## src/rtl/memory_loader.sv

```systemverilog
// ---------------------------------------------------------------------------
// memory_loader
//
// Purpose:
//   Streams a program image into memoryReg's write port. Bytes arrive over a
//   valid/ready handshake. Each group of 4 bytes is packed little-endian into
//   one 32-bit word. Words go to consecutive word addresses, starting at a base
//   address that is latched when the load starts. The CPU is held (cpuHold)
//   while the load runs. A running checksum of the written words is kept.
//
// Handshake:
//   A byte transfers on a rising edge where byteValid and byteReady are both
//   high. byteReady does not depend on byteValid. The producer must hold
//   byteIn stable while byteValid is high and the byte has not yet been taken.
//
// Ports:
//   clk              in   clock, rising edge
//   reset_n          in   asynchronous active-low reset
//   start            in   begin a load (sampled in IDLE only)
//   baseAddress      in   first word address, latched on start
//   wordCount        in   number of words to load, latched on start
//   byteIn           in   stream byte
//   byteValid        in   byteIn valid
//   byteReady        out  loader accepts a byte this cycle
//   addressWrite     out  memoryReg write address (qualified by writeEnableWrite)
//   dataInWrite      out  memoryReg write data    (qualified by writeEnableWrite)
//   writeEnableWrite out  memoryReg write enable
//   busy             out  load in progress
//   cpuHold          out  same as busy; stalls fetch/PC logic
//   done             out  one-cycle pulse at the end of a load
//   checksum         out  sum of all written words, mod 2^width
//   stateDebug       out  current FSM state (IDLE=0, RECV=1, WRITE=2, DONE=3)
//
// The width parameter must be 32, which gives 4 bytes per word.
// ---------------------------------------------------------------------------
module memory_loader #(
  parameter int addresswidth = 32,
  parameter int width        = 32,
  parameter int countwidth   = 16
) (
  input  logic                    clk,
  input  logic                    reset_n,
  input  logic                    start,
  input  logic [addresswidth-1:0] baseAddress,
  input  logic [countwidth-1:0]   wordCount,
  input  logic [7:0]              byteIn,
  input  logic                    byteValid,
  output logic                    byteReady,
  output logic [addresswidth-1:0] addressWrite,
  output logic [width-1:0]        dataInWrite,
  output logic                    writeEnableWrite,
  output logic                    busy,
  output logic                    cpuHold,
  output logic                    done,
  output logic [width-1:0]        checksum,
  output logic [1:0]              stateDebug
);

  typedef enum logic [1:0] {
    IDLE  = 2'd0,
    RECV  = 2'd1,
    WRITE = 2'd2,
    DONE  = 2'd3
  } state_t;

  state_t                  state;
  logic [addresswidth-1:0] addrReg;    // address of the next word to write
  logic [countwidth-1:0]   remaining;  // words still to be written
  logic [1:0]              byteIndex;  // next byte lane within the word
  logic [width-9:0]        partial;    // lower three bytes of the word being built

  // addressWrite/dataInWrite are loaded only on the edge that enters WRITE.
  // That keeps them stable outside WRITE, even though addrReg advances at the
  // end of each WRITE cycle.
  always_ff @(posedge clk or negedge reset_n) begin
    if (!reset_n) begin
      state        <= IDLE;
      addrReg      <= '0;
      remaining    <= '0;
      byteIndex    <= 2'd0;
      partial      <= '0;
      addressWrite <= '0;
      dataInWrite  <= '0;
      checksum     <= '0;
    end else begin
      case (state)
        IDLE: begin
          if (start) begin
            addrReg   <= baseAddress;
            remaining <= wordCount;
            checksum  <= '0;
            byteIndex <= 2'd0;
            state     <= (wordCount == '0) ? DONE : RECV;
          end
        end

        RECV: begin
          // byteReady is high for the whole of RECV, so byteValid alone
          // qualifies the transfer.
          if (byteValid) begin
            byteIndex <= byteIndex + 2'd1;
            case (byteIndex)
              2'd0: partial[7:0]   <= byteIn;
              2'd1: partial[15:8]  <= byteIn;
              2'd2: partial[23:16] <= byteIn;
              default: begin
                // The fourth byte goes straight into the write-data register.
                dataInWrite  <= {byteIn, partial};
                addressWrite <= addrReg;
                state        <= WRITE;
              end
            endcase
          end
        end

        WRITE: begin
          checksum  <= checksum + dataInWrite;
          addrReg   <= addrReg + 1'b1;
          remaining <= remaining - 1'b1;
          byteIndex <= 2'd0;
          state     <= (remaining == countwidth'(1)) ? DONE : RECV;
        end

        default: begin  // DONE
          state <= IDLE;
        end
      endcase
    end
  end

  // Control outputs are decoded from the state register only.
  assign byteReady        = (state == RECV);
  assign writeEnableWrite = (state == WRITE);
  assign busy             = (state == RECV) || (state == WRITE);
  assign cpuHold          = busy;
  assign done             = (state == DONE);
  assign stateDebug       = state;

endmodule
```

## config.mk

```make
export PLATFORM = sky130hd
export DESIGN_NAME = memory_loader
export DESIGN_NICKNAME = d
export VERILOG_FILES = /design/src/rtl/memory_loader.sv
export SDC_FILE = /design/constraint.sdc
export NUM_CORES = 1
export LEC_CHECK = 0
export BUFFER_PORTS_ARGS = -buffer_cell sky130_fd_sc_hd__buf_4
export CAP_MARGIN = 10
export CORE_UTILIZATION = 40
export CTS_CLUSTER_DIAMETER = 60
export DETAILED_ROUTE_END_ITERATION = 10
export GPL_TIMING_DRIVEN = 0
export HOLD_SLACK_MARGIN = 0.05
export PLACE_DENSITY = 0.59
export RECOVER_POWER = 25
export SLEW_MARGIN = 20
export SYNTH_ARGS = -nofsm -noshare
export SYNTH_HDL_FRONTEND = slang
export SYNTH_SLANG_ARGS = --single-unit
```

## constraint.sdc

```tcl
create_clock -name clk -period 2.7 [get_ports clk]
set_clock_uncertainty 0.15 [all_clocks]
set_input_delay 0.54 -clock clk [delete_from_list [all_inputs] [get_ports clk]]
set_output_delay 0.54 -clock clk [all_outputs]
set_load 0.03 [all_outputs]
```

== After elaboration in Yosys (flattened, before gate mapping) ==
Index checks and enable logic that the tools add are counted.

* Bits in registers: 172
* Output and inout bits: 103

* $add $sub $neg: 4
* Equal/unequal tests: 9
* Mux-type cells: 15
* Bitwise logic cells: 1
* Reduce and logical (&&, ||, !) cells: 14

{| class="wikitable"
|+ Operator list
! cell !! count
|-
| $pmux W32 S2 || 2
|-
| $mux W32 || 2
|-
| $add A32 B1 Y32 const B || 1
|-
| $add A32 B32 Y32 || 1
|-
| $pmux W16 S2 || 1
|-
| $reduce_and A3 Y1 || 6
|-
| $eq A16 B1 Y1 const B || 1
|-
| $logic_not A16 Y1 || 1
|-
| $mux W16 || 1
|-
| $sub A16 B1 Y16 const B || 1
|-
| $mux W2 || 7
|-
| $pmux W2 S3 || 2
|-
| $eq A2 B2 Y1 const B || 3
|-
| $ne A2 B2 Y1 const B || 3
|-
| $eq A2 B1 Y1 const B || 2
|-
| $logic_not A2 Y1 || 2
|-
| $reduce_bool A3 Y1 || 1
|-
| $reduce_or A3 Y1 || 1
|-
| $add A2 B1 Y2 const B || 1
|-
| $reduce_and A2 Y1 || 1
|-
| $reduce_bool A2 Y1 || 1
|-
| $logic_or A1 B1 Y1 || 1
|-
| $not A1 Y1 || 1
|}

== Longest topological paths before layout ==
Gate-level depths: netlist of run 1.

* Depth after elaboration: 5
* Depth in mapped cells: 12

== Least setup slack after synthesis of run 1 ==
Ideal clock, no wire load.

* Kind: reg2reg
* Start point: register checksum[0]
* End point: register checksum[30]
* Setup time: 0.122 ns
* Arrival time: 2.873 ns
* Path slack: -0.445 ns
* Stages on the path, launching flop included: 13
* Buffers on the path: 0
* Period minus slack after synthesis: 3.145 ns
* Path through: dfrtp_1 > ha_1 > inv_1 > fa_1 > and2b_1 > o211ai_1 > a311oi_2 > o2111ai_1 > o211ai_2 > a31oi_1 > o41ai_2 > mux2i_1 > nand2_1

* Word-level cells in the longest chain between the ends: 2

{| class="wikitable"
|+ RTL lines
! item !! RTL line !! RTL
|-
| from (decl) || 55 || <nowiki>output logic [width-1:0] checksum,</nowiki>
|-
| from (signal assigned) || 117 || <nowiki>checksum <= checksum + dataInWrite;</nowiki>
|-
| $add A32 B32 Y32 || 117 ||
|-
| $pmux W32 S2 || 86 || <nowiki>case (state)</nowiki>
|}

No other way between the ends.
A chain may end at the register's enable or synchronous reset.

== Worst setup path in the final report of run 1 ==
* Start point: register checksum[0]
* End point: register checksum[28]

The elaborated chain is that of the path after synthesis.

==> results of run 1 <==
[through the flow]
step                      setup WS [ps]  instances  hold WS, ps  area [um^2]
after floorplan                    -100        889         94.4         9210
after global placement             -533       1330          321        10800
after detailed placement           -523       1331          328        10800
after CTS                          -319       1379          170        11700
after global routing               -420       1387          190        11700
final                              -312       1387          183        11700
[layout by cell type, fill, tap and decap left out, types with 8 or more instances in the layout]
master,count
o21ai_0,63
clkbuf_1,46
nor3_1,13
nand2_1,76
ha_4,8
o21ai_1,15
a21o_1,10
a21oi_1,62
mux2_2,83
xnor2_1,14
inv_1,29
buf_4,153
mux2i_1,17
clkbuf_16,17
nor2_1,33
dfrtp_2,10
o22ai_1,33
xor2_1,10
nand3_1,39
ha_1,32
dfrtp_1,162
clkbuf_2,16
a22oi_1,10
and3_1,15
[repair_timing]
action | CTS | global route
endpoints found under the hold margin | 76 | 0
hold buffers | 1 | 0
gates resized for setup | 36 | 45
setup buffers | 19 | 12
cloned | 0 | 0
pin swaps | 21 | 13
setup endpoints to repair | 77 | 78
[flip-flops by register name, summed over array words and instances, names as in the netlist]
signal and flops:
addrReg 32, addressWrite 32, checksum 32, dataInWrite 32, partial 24, remaining 16, byteIndex 2, stateDebug 2
[Yosys cell counts, types with 14 or more instances]
cell,n
nor3_1,15
o22ai_1,34
a21oi_1,66
and3_1,16
inv_1,30
clkbuf_1,29
nand3_1,39
mux2_2,83
nand2_1,76
xnor2_1,14
ha_1,42
mux2i_1,17
dfrtp_1,172
nor2_1,34
o21ai_0,68
[area by class of cell]
class                      instances  area, um^2  area share
buffer                            37         169      0.0145
clock buffer                      24         492      0.0421
clock inverter                     5        36.3     0.00311
inverter                          31         118      0.0101
multi-input combinational        647        4840       0.414
sequential                       172        4320       0.370
tap                              280         350      0.0300
timing repair buffer             191        1360       0.116
[kinds of logic (layout without fill, tap and decap cells)]
group                      count (synthesis)  in the layout
xor gates and xnor gates                  24             24
and+or+nand+nor                          218            218
muxes                                    100            100
buffers and inverters                     70            288
adders and majority gates                 43             43
DFF                                      172            172
AOI/OAI and AO/OA                        262            262
[per-layer routing]
layer | share of wire | global-route usage
met4 | 0.014 | 0.0577
met3 | 0.050 | 0.0439
met1 | 0.46 | 0.313
met2 | 0.47 | 0.361
met5 | 0 | 0
[report_power, final]
part           leakage, nW  switching (mW)  total, mW  internal, mW
combinational         2.98            2.59       4.25          1.66
sequential            2.23           0.815       4.21          3.40
clock                0.251            1.02       2.28          1.26
total                 5.46            4.43       10.7          6.32
[tightest hold or removal path, stage by stage]
cell and delay [ps]:
buf_4 80, a22oi_1 50, nand2_1 60
[final timing paths]
kind,startpoint,end,slack (ps),depth (start not counted)
max reg2reg,checksum[0],checksum[28],-310,15
max,checksum[0],checksum[28],-310,15
min,baseAddress[14],addrReg[14],180,3
min in group asynchronous,reset_n,checksum[4],750,2
max in group asynchronous,reset_n,dataInWrite[21],610,3
min reg2reg,addressWrite[15],addressWrite[15],340,2
==> summary.md, run 1 <==
| Metric | Value |
|---|---|
| Clk Latency, worst-skew pair | `430 ps` |
| Total power | `10.7 mW` |
| Slew HR | `0.255` |
| Crit-path slowest cell | `dfrtp_2` |
| Synth unique cells | `65` |
| Layout cells sized above 1 | `0.313` |
| GR Util All Layers | `0.226` |
| CTS max path bufs | `2` |
| FMAX | `332 MHz` |
| Main synth FF type | `dfrtp_1` |
| Clock Sinks | `172` |
| Worst-path clk slew | `70 ps` |
| XOR/XNOR Fraction of Synth Area | `0.0230` |
| #FFs+latches synth | `172` |
| Max Cap Viol | `0` |
| DR iter-0 viols | `389` |
| Area Growth Syn to Fin | `28.0%` |
| First-pass GRT wire length | `40500 um` |
| Adder-cell share of the synthesized area | `0.0598` |
| Post-synth ARST share | `1.00` |
| Minimum clock period | `3010 ps` |
| Synth Cell Area | `9130 um^2` |
| Arrival time of the worst setup path | `3170 ps` |
| Worst setup margin | `-312 ps` |
| Final setup violation count | `12` |
| CP Launch Type | `register` |
| CTS tree | `done` |
| Port buffer count | `161` |
| Drt first pass iters | `6` |
| Post-synthesis mux area share | `0.121` |
| Crit-path cells | `ha_4 -> inv_2 -> fa_2 -> and2b_1 -> o211ai_1 -> a311oi_2 -> buf_4 -> o2111ai_4 -> o211ai_4 -> buf_4 -> buf_6 -> nand3_1 -> o211ai_1 -> xor2_1 -> a22o_1` |
| Die span in y | `153 um` |
| Fillers | `2010` |
| Worst Path Buf+Inv | `4` |
| Yosys top cell by area | `dfrtp_1` |
| CTS root buffer | `clkbuf_16` |
| Routability cong. | `0.831` |
| Status | `complete, but fails checks` |
| Share of the synthesized area in the top cell type | `0.472` |
| Drt via density | `5.53` |
| Drt drc | `0` |
| Pwr/cell area | `920 nW/um^2` |
| Actual slew at the worst max-slew pin | `1120 ps` |
| Core area | `22100 um^2` |
| # diodes | `0` |
| WL/cell | `18.8 um` |
| Ys Warns | `0` |
| Worst setup EP type | `register` |
| Seq/Total Area, Yosys | `0.472` |
| Slew Limit Fails | `0` |
| CTS Buf Count | `17` |
| Final #Nets | `1200` |
| Synth Area in Compound Gates | `0.181` |
| HPWL after DPL | `18800 um` |
| Cells after synthesis | `889` |
| Initial antenna violation count | `0` |
| Setup TNS Final | `-1960 ps` |
| Synth top area cells | `dfrtp_1 47%, mux2_2 10%, ha_1 5.8%` |
| Remaining antenna violation count after routing | `0` |
| Chip width | `153 um` |
| Final Hold Fails | `0` |
| Unrepaired setup endpoints after global routing | `true` |
| Post-synthesis simple-gate area fraction | `0.114` |
| Mean Syn Cell Area | `10.3 um^2` |
| Leakage power | `5.46 nW` |
| I/O pin total | `163` |
| Slowest cell delay on critical path | `420 ps` |
| Post-Route WL | `26100 um` |
| Final Core Density | `0.529` |
| Grt ovf | `0` |
| Fin crit share | `1.12` |
| FP Rows | `54` |
| Htree depth | `4` |
| Crit-path leading delay family | `compound AO/OA/AOI/OAI gates` |
| Worst vdd ir | `0.847 mV` |
| Die area | `23400 um^2` |
| CP max FO | `3` |
| HP Class | `input pin to register` |
| Post-synth EDFFs | `0` |
| Post-Syn Nets | `992` |
| Failing checks | `negative setup slack` |
| Crit Path Category | `register to register` |
| Vias in the first global route | `7178` |
| Total number of vias | `7673` |
| Data required time of the worst path | `2860 ps` |
| Initial Util | `0.413` |
| Main combinational cell family by area after synthesis | `compound AO/OA/AOI/OAI gates` |
| Largest net degree at the start of global routing | `97` |
Note: power is estimated with default switching activity, not from simulation.
==> run 2: changes to the inputs <==
- PLACE_DENSITY: 0.59 -> 0.68
==> summary.md, run 2 (same netlist as run 1, synthesis figures left out) <==
| Metric | Value |
|---|---|
| Remaining antenna violation count after routing | `0 (unchanged)` |
| Failing checks | `max-capacitance violations, max-slew violations, negative setup slack` |
| CP Launch Point | `dataInWrite[0]` |
| Initial antenna violation count | `1 (+1)` |
| CTS root buffer | `clkbuf_16` |
| Worst vdd ir | `0.537 mV (-37%)` |
| Worst setup EP type | `register` |
| FP Rows | `54 (unchanged)` |
| Minimum clock period | `2920 ps (-88.6 ps)` |
| FMAX | `342 MHz (+3.0%)` |
| Final #Nets | `1215 (+1.3%)` |
| Die span in y | `153 um (unchanged)` |
| Htree depth | `4 (unchanged)` |
| Final std cells w/o fill | `1406 (+1.4%)` |
| Routability cong. | `0.872 (+4.9%)` |
| Clk Latency, worst-skew pair | `430 ps (about the same)` |
| Worst hold start | `baseAddress[13]` |
| Grt ovf | `0 (unchanged)` |
| CTS tree | `done` |
| DR iter-0 viols | `506 (+30%)` |
| Layout cells sized above 1 | `0.356 (+0.0439)` |
| Most frequent cells in the layout | `193 x buf_4, 162 x dfrtp_1, 83 x mux2_2, 75 x nand2_1, 62 x a21oi_1` |
| Final Hold Fails | `0 (unchanged)` |
| Total power | `11.4 mW (+5.8%)` |
| Unrepaired setup endpoints after global routing | `true` |
| Total number of vias | `7886 (+2.8%)` |
| CP Launch Type | `register` |
| Drt via density | `5.61 (+1.4%)` |
| Post-Route WL | `26400 um (+1.2%)` |
| Fillers | `1923 (-4.3%)` |
| Initial Util | `0.413 (unchanged)` |
| CTS Buf Count | `17 (unchanged)` |
| I/O pin total | `163 (unchanged)` |
| Commonest non-fill, non-tap cell in the layout | `buf_4` |
| CP max FO | `3 (unchanged)` |
| Placed insts | `1332 (+0.075%)` |
| Place WS | `-538 ps (-15.1 ps)` |
| Clock Sinks | `172 (unchanged)` |
| Hold slack | `185 ps (+1.73 ps)` |
| Data required time of the worst path | `2860 ps (about the same)` |
| Worst-path clk slew | `70 ps (about the same)` |
| Pwr/cell area | `938 nW/um^2 (+2.0%)` |
| Core area | `22100 um^2 (unchanged)` |
| First-pass GRT wire length | `41400 um (+2.2%)` |
| R2r startpoint | `dataInWrite[0]` |
| Max Cap Viol | `1 (+1)` |
| Final Core Density | `0.548 (+0.0198)` |
| WL/cell | `18.8 um (-0.14%)` |
| Drt drc | `0 (unchanged)` |
| Vias in the first global route | `7505 (+4.6%)` |
| Actual slew at the worst max-slew pin | `1580 ps (+465 ps)` |
| Leakage power | `5.69 nW (+4.2%)` |
| HPWL after DPL | `18700 um (-0.59%)` |
| Slew Limit Fails | `25 (+25)` |
| Fin crit share | `1.08 (-0.0328)` |
| Crit Path Category | `register to register` |
| Chip width | `153 um (unchanged)` |
| Slew HR | `-0.0552 (-0.310)` |
| GR Util All Layers | `0.227 (+0.00168)` |
| Worst setup margin | `-224 ps (+88.6 ps)` |
| Largest net degree at the start of global routing | `78 (-20%)` |
| Port buffer count | `161 (unchanged)` |
| Arrival time of the worst setup path | `3080 ps (-90 ps)` |
| CTS max path bufs | `2 (unchanged)` |
| Die area | `23400 um^2 (unchanged)` |
| Final setup violation count | `9 (-3)` |
| Drt first pass iters | `5 (-1)` |
| Status | `complete, but fails checks` |
| Area Growth Syn to Fin | `32.8%` |
| HP Class | `input pin to register` |
## run 2: layout make-up
| cell class | instances | area (um^2) | area share |
|---|---|---|---|
| Antenna cell | 1 | 2.50 | 0.000207 |
| Buffer | 38 | 169 | 0.0139 |
| Clock buffer | 17 | 425 | 0.0351 |
| Clock inverter | 15 | 224 | 0.0185 |
| Inverter | 31 | 121 | 0.0100 |
| Multi-Input combinational cell | 647 | 4950 | 0.408 |
| Sequential cell | 172 | 4320 | 0.356 |
| Tap cell | 280 | 350 | 0.0289 |
| Timing Repair Buffer | 205 | 1560 | 0.129 |
## run 2: worst paths after layout
| check | end | cells after the start | slack [ps] |
|---|---|---|---|
| max | checksum[24] | 14 | -220 |
| min | addrReg[13] | 3 | 180 |
| max reg2reg | checksum[24] | 14 | -220 |
| min reg2reg | addressWrite[18] | 2 | 330 |
| max in group asynchronous | addrReg[7] | 4 | 80 |
| min in group asynchronous | checksum[4] | 2 | 890 |
## run 2: critical path, stage by stage (launching register included)
cell       delay (ps)
dfrtp_2           430
ha_4              170
inv_2              50
fa_2              190
and2b_1           180
o211ai_1          260
a311oi_2          140
buf_4             180
o2111ai_4         200
o211ai_4          130
buf_4             160
buf_4             140
a31oi_4           180
xor2_1            160
o21ai_1            70
## run 2: what timing repair did
action                                 CTS  global route
gates resized for setup                 42            46
pin swaps                               17            17
endpoints found under the hold margin   24             0
hold buffers                             1             0
buffers inserted                        32             9
setup endpoints to repair               78            78
## run 2: where the power goes
group          switching (mW)  leakage, nW  internal [mW]
sequential              0.814         2.23           3.40
combinational            2.64         3.14           1.79
clock                    1.14        0.320           1.59
total                    4.59         5.69           6.77
## run 2: layer usage
metal | wire length [um] | track usage | vias to the layer above
met4 | 723 | 0.0798 | 0
met1 | 12000 | 0.316 | 3852
li1 | - | - | 3732
met2 | 12300 | 0.359 | 256
met3 | 1330 | 0.0363 | 46
met5 | 0 | 0 | -
## run 2: metrics by stage
step | setup TNS, ps | area, um^2
finish | -1260 | 12100
global route | -22160 | 12100
CTS | -1120 | 12000
detailed placement | -24290 | 10800
global placement | -45660 | 10800
floorplan | -100 | 9210
